--- config.mk ---
export PLATFORM = sky130hd
export DESIGN_NAME = pulse_src_switch
export DESIGN_NICKNAME = d
export VERILOG_FILES = /design/src/rtl/psw_pkg.sv /design/src/rtl/psw_down_cnt.sv /design/src/rtl/pulse_src_switch.sv
export SDC_FILE = /design/constraint.sdc
export NUM_CORES = 1
export LEC_CHECK = 0
export CAP_MARGIN = 10
export CORE_UTILIZATION = 47
export CTS_CLUSTER_SIZE = 14
export DETAILED_ROUTE_END_ITERATION = 7
export PLACE_DENSITY = 0.85
export SYNTH_ARGS = -nofsm -noshare
export SYNTH_HDL_FRONTEND = slang
export SYNTH_SLANG_ARGS = --single-unit
--- constraint.sdc ---
create_clock -name clk -period 2.55 [get_ports clk]
set_input_delay 0.255 -clock clk [delete_from_list [all_inputs] [get_ports clk]]
set_output_delay 0.255 -clock clk [all_outputs]
set_load 0.05 [all_outputs]
--- src/rtl/psw_pkg.sv ---
// Shared constants and helpers for the pulse source switch.
package psw_pkg;

  localparam int PSW_NCH_DEF  = 4;
  localparam int PSW_NSIG_DEF = 3;
  localparam int PSW_DEAD_DEF = 4;
  localparam int PSW_TMO_DEF  = 1024;

  localparam logic [1:0] ST_RUN   = 2'd0;
  localparam logic [1:0] ST_DRAIN = 2'd1;
  localparam logic [1:0] ST_DEAD  = 2'd2;

  // Width of a source index; never below one bit.
  function automatic int psw_idx_w(input int n);
    return (n <= 2) ? 1 : $clog2(n);
  endfunction

endpackage

--- src/rtl/psw_down_cnt.sv ---
// Loadable down counter that stops at zero and flags it.
// Load has priority over decrement; the zero flag is taken from the register.
module psw_down_cnt #(
  parameter int W = 8
) (
  input  logic         clk,
  input  logic         rst,
  input  logic         load,
  input  logic [W-1:0] load_val,
  input  logic         dec,
  output logic         zero
);

  logic [W-1:0] cnt;

  always_ff @(posedge clk or posedge rst) begin
    if (rst) begin
      cnt <= '0;
    end else if (load) begin
      cnt <= load_val;
    end else if (dec && (cnt != '0)) begin
      cnt <= cnt - 1'b1;
    end
  end

  assign zero = (cnt == '0);

endmodule

--- src/rtl/pulse_src_switch.sv ---
// Glitch-free selector of NCH pulse sources; output registered, 1-cycle latency. A switch waits for the
// active source to go idle, then drives all lines low for DEAD cycles. PSW_TIMEOUT_EN adds a forced drain after TMO cycles.
module pulse_src_switch
  import psw_pkg::*;
#(
  parameter int NCH  = PSW_NCH_DEF,
  parameter int NSIG = PSW_NSIG_DEF,
  parameter int DEAD = PSW_DEAD_DEF,
  parameter int TMO  = PSW_TMO_DEF
) (
  input  logic                        clk,
  input  logic                        rst,
  input  logic [NCH*NSIG-1:0]         src_sig,
  input  logic [psw_idx_w(NCH)-1:0]   sel_req,
  input  logic                        sel_stb,
  output logic [NSIG-1:0]             sig_out,
  output logic [psw_idx_w(NCH)-1:0]   sel_cur,
  output logic                        busy,
  output logic                        sel_ack,
  output logic                        sel_err,
  output logic                        drain_tmo
);

  localparam int IW = psw_idx_w(NCH);
  localparam int DW = 8;
  localparam logic [IW:0] NCH_W = (IW+1)'(NCH);

  if (NCH < 2 || NCH > 16 || NSIG < 1 || NSIG > 16 || DEAD < 1 || DEAD > 255 || TMO < 1) begin : g_bad_cfg
    $error("pulse_src_switch: parameter out of range");
  end

  logic [1:0]      state;
  logic [IW-1:0]   pend;
  logic [NSIG-1:0] src_arr [2**IW];
  logic [NSIG-1:0] cur_src;
  logic            cur_idle;
  logic            req_bad;
  logic            go_drain;
  logic            drain_exit;
  logic            dead_zero;
  logic            tmo_hit;

  // Unused index slots read as idle so an out-of-range select can never glitch.
  for (genvar i = 0; i < 2**IW; i++) begin : g_src
    if (i < NCH) begin : g_real
      assign src_arr[i] = src_sig[i*NSIG +: NSIG];
    end else begin : g_pad
      assign src_arr[i] = '0;
    end
  end

  assign cur_src    = src_arr[sel_cur];
  assign cur_idle   = (cur_src == '0);
  assign req_bad    = ({1'b0, sel_req} >= NCH_W);
  assign go_drain   = (state == ST_RUN) && sel_stb && !req_bad && (sel_req != sel_cur);
  assign drain_exit = (state == ST_DRAIN) && (cur_idle || tmo_hit);

`ifdef PSW_TIMEOUT_EN
  localparam int TW = $clog2(TMO + 1);
  logic tmo_zero;

  psw_down_cnt #(.W(TW)) u_tmo_cnt (
    .clk      (clk),
    .rst      (rst),
    .load     (go_drain),
    .load_val (TW'(TMO - 1)),
    .dec      (state == ST_DRAIN),
    .zero     (tmo_zero)
  );

  assign tmo_hit = (state == ST_DRAIN) && !cur_idle && tmo_zero;
`else
  assign tmo_hit = 1'b0;
`endif

  psw_down_cnt #(.W(DW)) u_dead_cnt (
    .clk      (clk),
    .rst      (rst),
    .load     (drain_exit),
    .load_val (DW'(DEAD - 1)),
    .dec      (state == ST_DEAD),
    .zero     (dead_zero)
  );

  always_ff @(posedge clk or posedge rst) begin
    if (rst) begin
      state     <= ST_RUN;
      pend      <= '0;
      sel_cur   <= '0;
      sig_out   <= '0;
      busy      <= 1'b0;
      sel_ack   <= 1'b0;
      sel_err   <= 1'b0;
      drain_tmo <= 1'b0;
    end else begin
      sel_ack   <= 1'b0;
      sel_err   <= 1'b0;
      drain_tmo <= 1'b0;
      case (state)
        ST_RUN: begin
          sig_out <= cur_src;
          if (sel_stb) begin
            if (req_bad) begin
              sel_err <= 1'b1;
            end else if (sel_req == sel_cur) begin
              sel_ack <= 1'b1;
            end else begin
              pend  <= sel_req;
              busy  <= 1'b1;
              state <= ST_DRAIN;
            end
          end
        end
        ST_DRAIN: begin
          // The old pulse runs to completion before the output is cut.
          if (drain_exit) begin
            sig_out   <= '0;
            drain_tmo <= tmo_hit;
            state     <= ST_DEAD;
          end else begin
            sig_out <= cur_src;
          end
        end
        ST_DEAD: begin
          sig_out <= '0;
          if (dead_zero) begin
            sel_cur <= pend;
            sel_ack <= 1'b1;
            busy    <= 1'b0;
            state   <= ST_RUN;
          end
        end
        default: begin
          sig_out <= '0;
          state   <= ST_RUN;
        end
      endcase
    end
  end

endmodule
==> out/metrics.cfg, run 1 <==
[grt]
grt_pass1_vias=671
antenna_found_initial=0
grt_use_total=0.187
grt_max_degree=20
gr-total-overflow=0
grt_first_pass_wirelength_um=2860

[power_and_ir_drop]
power.density_nw_per_um2=1050
cellLeakagePower_uw=0.000544
vdd_drop_max_uv=586

[timing]
tns_ns=0
slew_violations=0
worstMarginPinSlew_ns=0.674
rsz0062_at_grt=false
period_share=0.812
slew_headroom=0.550
skew_ns=0.00474
finalHoldViolations=0
finalSetupViolCount=0
fmax_mhz=483
period_minus_slack_ns=2.07

[placement]
post_dp_cell_area_sq_um=1240
gp_congestion=0.742
dp_hpwl_um=1480
port-buffer-count=23

[die]
fp-row-count=16
design.die.area_sq_um=2330
fp.dieW_um=48.2
start_util=0.507
core_sq_um=1980
die_height_um=48.2
io_pins=26

[run_status]
status=completed

[yosys]
synth_common_cells=dfrtp_1, nor2_1, nand2_1, xnor2_1
yosys_register_bits=19
synthArstFlopShare=1.00
syn_inst=90
syn_avg_cell_area_sq_um=11.2
syn_area_sq_um=1000
yosys.cell_count.top_type=dfrtp_1
yosysSeqAreaShare=0.473
synth_top_area_share=0.473
yosys_warnings=0
synth.distinct_cells=35
synth-edff-count=0
ys_top_cells_by_area=dfrtp_1, mux4_2, mux2_2
synth_top_flop_cell=dfrtp_1
synth_top_cell_by_area=dfrtp_1

[route]
drt_iter0_drc=7
wl_per_cell_um=12.5
drt-total-wl_um=1770
drc=0
vias=741
detail_route.vias_per_cell=5.26
first_pass_iters=4
antenna_left=0

[setup_path]
worst-r2r-setup-slack_ns=0.48
end_kind=flip-flop
cp-start-kind=flip-flop
r2r-start=sel_cur[0]
cp-startpoint=sel_cur[0]
cp_data_required_time_ns=2.71
ff2ff_path_depth=4
critical_path_class=reg -> reg
cp_max_fo=9
critPathArrivalTime_ns=2.23

[layout]
nets=134
fillerInstances=159
antennaDiodeCount=0
fin_area_sq_um=1270
areaGrowthSynthToFinish_pct=26.3
multi_input_area_sq_um=488
regArea_sq_um=475
layout-drive-gt1-share=0.114

[clock_tree]
postCtsSetupBuffers=0
clk_latency_ns=0.28
clockBufferDepth=2
cts_tree=done
cts_max_level=1
cts_buffers=3
cts_root_buf=clkbuf_4
clk_pin_slew_ns=0.10
postCtsHoldBufs=0
cts_resized=0
cts_sinks=19

[min_path]
hp-class=in -> async

[job]
maxCapViolCount=0

-- layer usage --
layer	up-vias	wire (um)	GRT usage	share of wire
met5	-	0	0	0
met3	2	64	0.0481	0.036
met1	364	753	0.222	0.43
li1	357	-	-	-
met2	18	939	0.317	0.53
met4	0	10	0.0833	0.0057
-- worst paths after layout --
| kind | end |
|---|---|
| max | u_dead_cnt.cnt[5] |
| min | u_dead_cnt.cnt[0] |
| max reg2reg | u_dead_cnt.cnt[5] |
| min reg2reg | sel_cur[0] |
| max in group asynchronous | u_dead_cnt.cnt[5] |
| min in group clk | sel_cur[0] |
-- metrics by stage --
stage	setup WS, ns	total power, uW	std cells	utilization	hold WS (ns)
6_report	0.480	1330	141	0.640	0.363
4_1_cts	0.451	1350	141	0.640	0.393
2_1_floorplan	0.324	1020	91	-	0.206
5_1_grt	0.337	1430	141	0.640	0.411
3_5_place_dp	0.390	1200	137	0.627	0.483
3_3_place_gp	0.465	1160	137	0.627	0.463
-- sequential cells by signal, summed over array words and instances, names as in the netlist --
register,flops
u_dead_cnt.cnt,8
sig_out,3
pend,2
sel_cur,2
state,2
busy,1
sel_ack,1
-- cells in the final DEF, fill, tap and decap left out, types with 3 or more instances in the layout --
master,count
nor2_1,9
dfrtp_1,19
nor2b_1,4
o21ai_0,3
xnor2_1,5
clkbuf_4,3
clkdlybuf4s50_1,23
nand2_1,6
inv_1,4
mux2_2,4
mux4_2,3
-- critical path: stages, from the launching register on --
cell	delay [ns]
dfrtp_1	0.52
mux4_2	0.55
or3_4	0.42
nor3b_4	0.36
nor2_1	0.10
-- where the power goes --
part / internal (uW) / total (uW) / switching, uW
combinational: 288 / 643 / 355
sequential: 423 / 543 / 120
clock: 60.7 / 142 / 80.9
-- area by class of cell --
cell class	instances	share of cell area
multi-input cells	64	0.385
flip-flops and latches	19	0.375
well taps	27	0.0266
clock buffers	4	0.0207
repair buffers	23	0.181
inverters	4	0.0118
-- logic make-up (layout without fill, tap and decap cells) --
logic type / count (synthesis) / in the layout / share of synthesized area
buffers and inverters: 8 / 31 / 0.0448
other: 1 / 2 / 0.00373
multiplexers: 9 / 9 / 0.133
AO/OA/AOI/OAI: 10 / 10 / 0.0610
XOR/XNOR: 6 / 6 / 0.0523
adder cells (fa/ha/maj): 2 / 2 / 0.0249
AND/OR/NAND/NOR: 35 / 35 / 0.207
flip-flops: 19 / 19 / 0.473
Note: power is estimated with default switching activity, not from simulation.
==> inputs of run 2 (changes only) <==
==> constraint.sdc (replaced) <==
create_clock -name clk -period 2.16 [get_ports clk]
set_input_delay 0.216 -clock clk [delete_from_list [all_inputs] [get_ports clk]]
set_output_delay 0.216 -clock clk [all_outputs]
set_load 0.05 [all_outputs]
==> run 2 against run 1 <==
Net effect:
- first-iteration DRC count grew 71%
- clock power grew 18%
- global-route usage shrank 2.3 points
- critical endpoint is now u_dead_cnt.cnt[2]
- flip-flop and latch count is the same
- count of clock-buffer cells in the layout is the same
- sequential share of layout area grew 0.062 points
- worst setup slack lost 0.32 ns
- largest power group unchanged
==> out/metrics.cfg, run 2 (synthesized netlist as in run 1, its figures left out) <==
[run_status]
status=completed

[grt]
grt_pass1_vias=649
antenna_found_initial=0
grt_max_degree=20
gr-total-overflow=0
grt_first_pass_wirelength_um=2560
grt_use_total=0.164

[die]
die_height_um=48.2
start_util=0.507
io_pins=26
core_sq_um=1980
fp.dieW_um=48.2
design.die.area_sq_um=2330
fp-row-count=16

[clock_tree]
cts_resized=0
cts_root_buf=clkbuf_4
postCtsHoldBufs=0
postCtsSetupBuffers=0
clk_latency_ns=0.28
cts_buffers=3
cts_tree=done
clockBufferDepth=2
clk_pin_slew_ns=0.10
cts_max_level=1
cts_sinks=19

[setup_path]
critical_path_class=reg -> reg
worstReg2RegEnd=u_dead_cnt.cnt[2]
cp-startpoint=sel_cur[0]
critPathArrivalTime_ns=2.16
worst-r2r-setup-slack_ns=0.16
cp_max_fo=9
end_kind=flip-flop
crit_end=u_dead_cnt.cnt[2]
ff2ff_path_depth=4
r2r-start=sel_cur[0]
cp-start-kind=flip-flop
cp_data_required_time_ns=2.32

[layout]
mostFrequentLayoutCells=clkdlybuf4s50_1, dfrtp_1, nor2_1
layout-drive-gt1-share=0.123
fin_util=0.641
areaGrowthSynthToFinish_pct=26.4
nets=134
fin_area_sq_um=1270
regArea_sq_um=477
multi_input_area_sq_um=488
fillerInstances=145
antennaDiodeCount=0
final_common_cell=clkdlybuf4s50_1
largest_register=u_dead_cnt.cnt
top_regs=u_dead_cnt.cnt: 8 flops, sig_out: 3 flops
largest_register_ffs=8

[power_and_ir_drop]
cellLeakagePower_uw=0.000542
p_total_uw=1570
vdd_drop_max_uv=602
power.density_nw_per_um2=1230

[timing]
slew_headroom=0.539
fmax_mhz=499
finalSetupViolCount=0
period_minus_slack_ns=2.00
finalHoldViolations=0
period_share=0.927
rsz0062_at_grt=false
tns_ns=0
slew_violations=0
worstMarginPinSlew_ns=0.691
skew_ns=0.00696

[placement]
gp_congestion=0.775
post_dp_cell_area_sq_um=1240
dp_hpwl_um=1350
port-buffer-count=23

[route]
drc=0
vias=729
detail_route.vias_per_cell=5.17
antenna_left=0
wl_per_cell_um=11.9
drt-total-wl_um=1670
drt_iter0_drc=12
first_pass_iters=4

[min_path]
hp-class=in -> async

[job]
maxCapViolCount=0

[run 2: cell counts in the layout (fill, tap and decap cells not counted)]
No cell type changed its count.
[run 2: worst max-delay path, stage by stage (launching register included)]
cell	delay, ns
dfrtp_2	0.46
mux4_2	0.52
or3_4	0.41
nor3b_4	0.37
nor2_1	0.10
[run 2: power breakdown]
group	internal, uW	switching, uW	leakage (uW)
clock	71.6	95.3	0.0000150
combinational	342	418	0.000292
sequential	501	140	0.000236
total	914	653	0.000542
[run 2: worst min-delay path by stage]
stage             from                 to  slack [ns]  depth (start not counted)
3_3_place_gp      busy               busy        0.46                          2
5_1_grt            rst            pend[0]        0.39                          2
2_1_floorplan      rst               busy        0.17                          1
4_1_cts            rst  u_dead_cnt.cnt[7]        0.34                          2
3_5_place_dp   pend[0]         sel_cur[0]        0.49                          1
6_report           rst            pend[0]        0.33                          2
[run 2: area by class of cell]
cell class                      count  area share
Multi-Input combinational cell     64       0.384
Inverter                            4      0.0118
Sequential cell                    19       0.375
Clock buffer                        4      0.0207
Timing Repair Buffer               23       0.181
Tap cell                           27      0.0266
[run 2: stage by stage]
| step | cells | hold slack [ns] | setup slack [ns] |
|---|---|---|---|
| finish | 141 | 0.327 | 0.157 |
| global route | 141 | 0.388 | 0.0568 |
| CTS | 141 | 0.339 | 0.134 |
| detailed placement | 137 | 0.490 | 0.0223 |
| global placement | 137 | 0.464 | 0.0902 |
| floorplan | 91 | 0.167 | 0.0738 |
[run 2: per-layer routing]
layer / GRT usage / wire [um] / vias to the layer above
li1: - / - / 356
met1: 0.180 / 713 / 348
met2: 0.304 / 874 / 23
met3: 0.0333 / 76 / 2
met4: 0.0667 / 9 / 0
met5: 0 / 0 / -
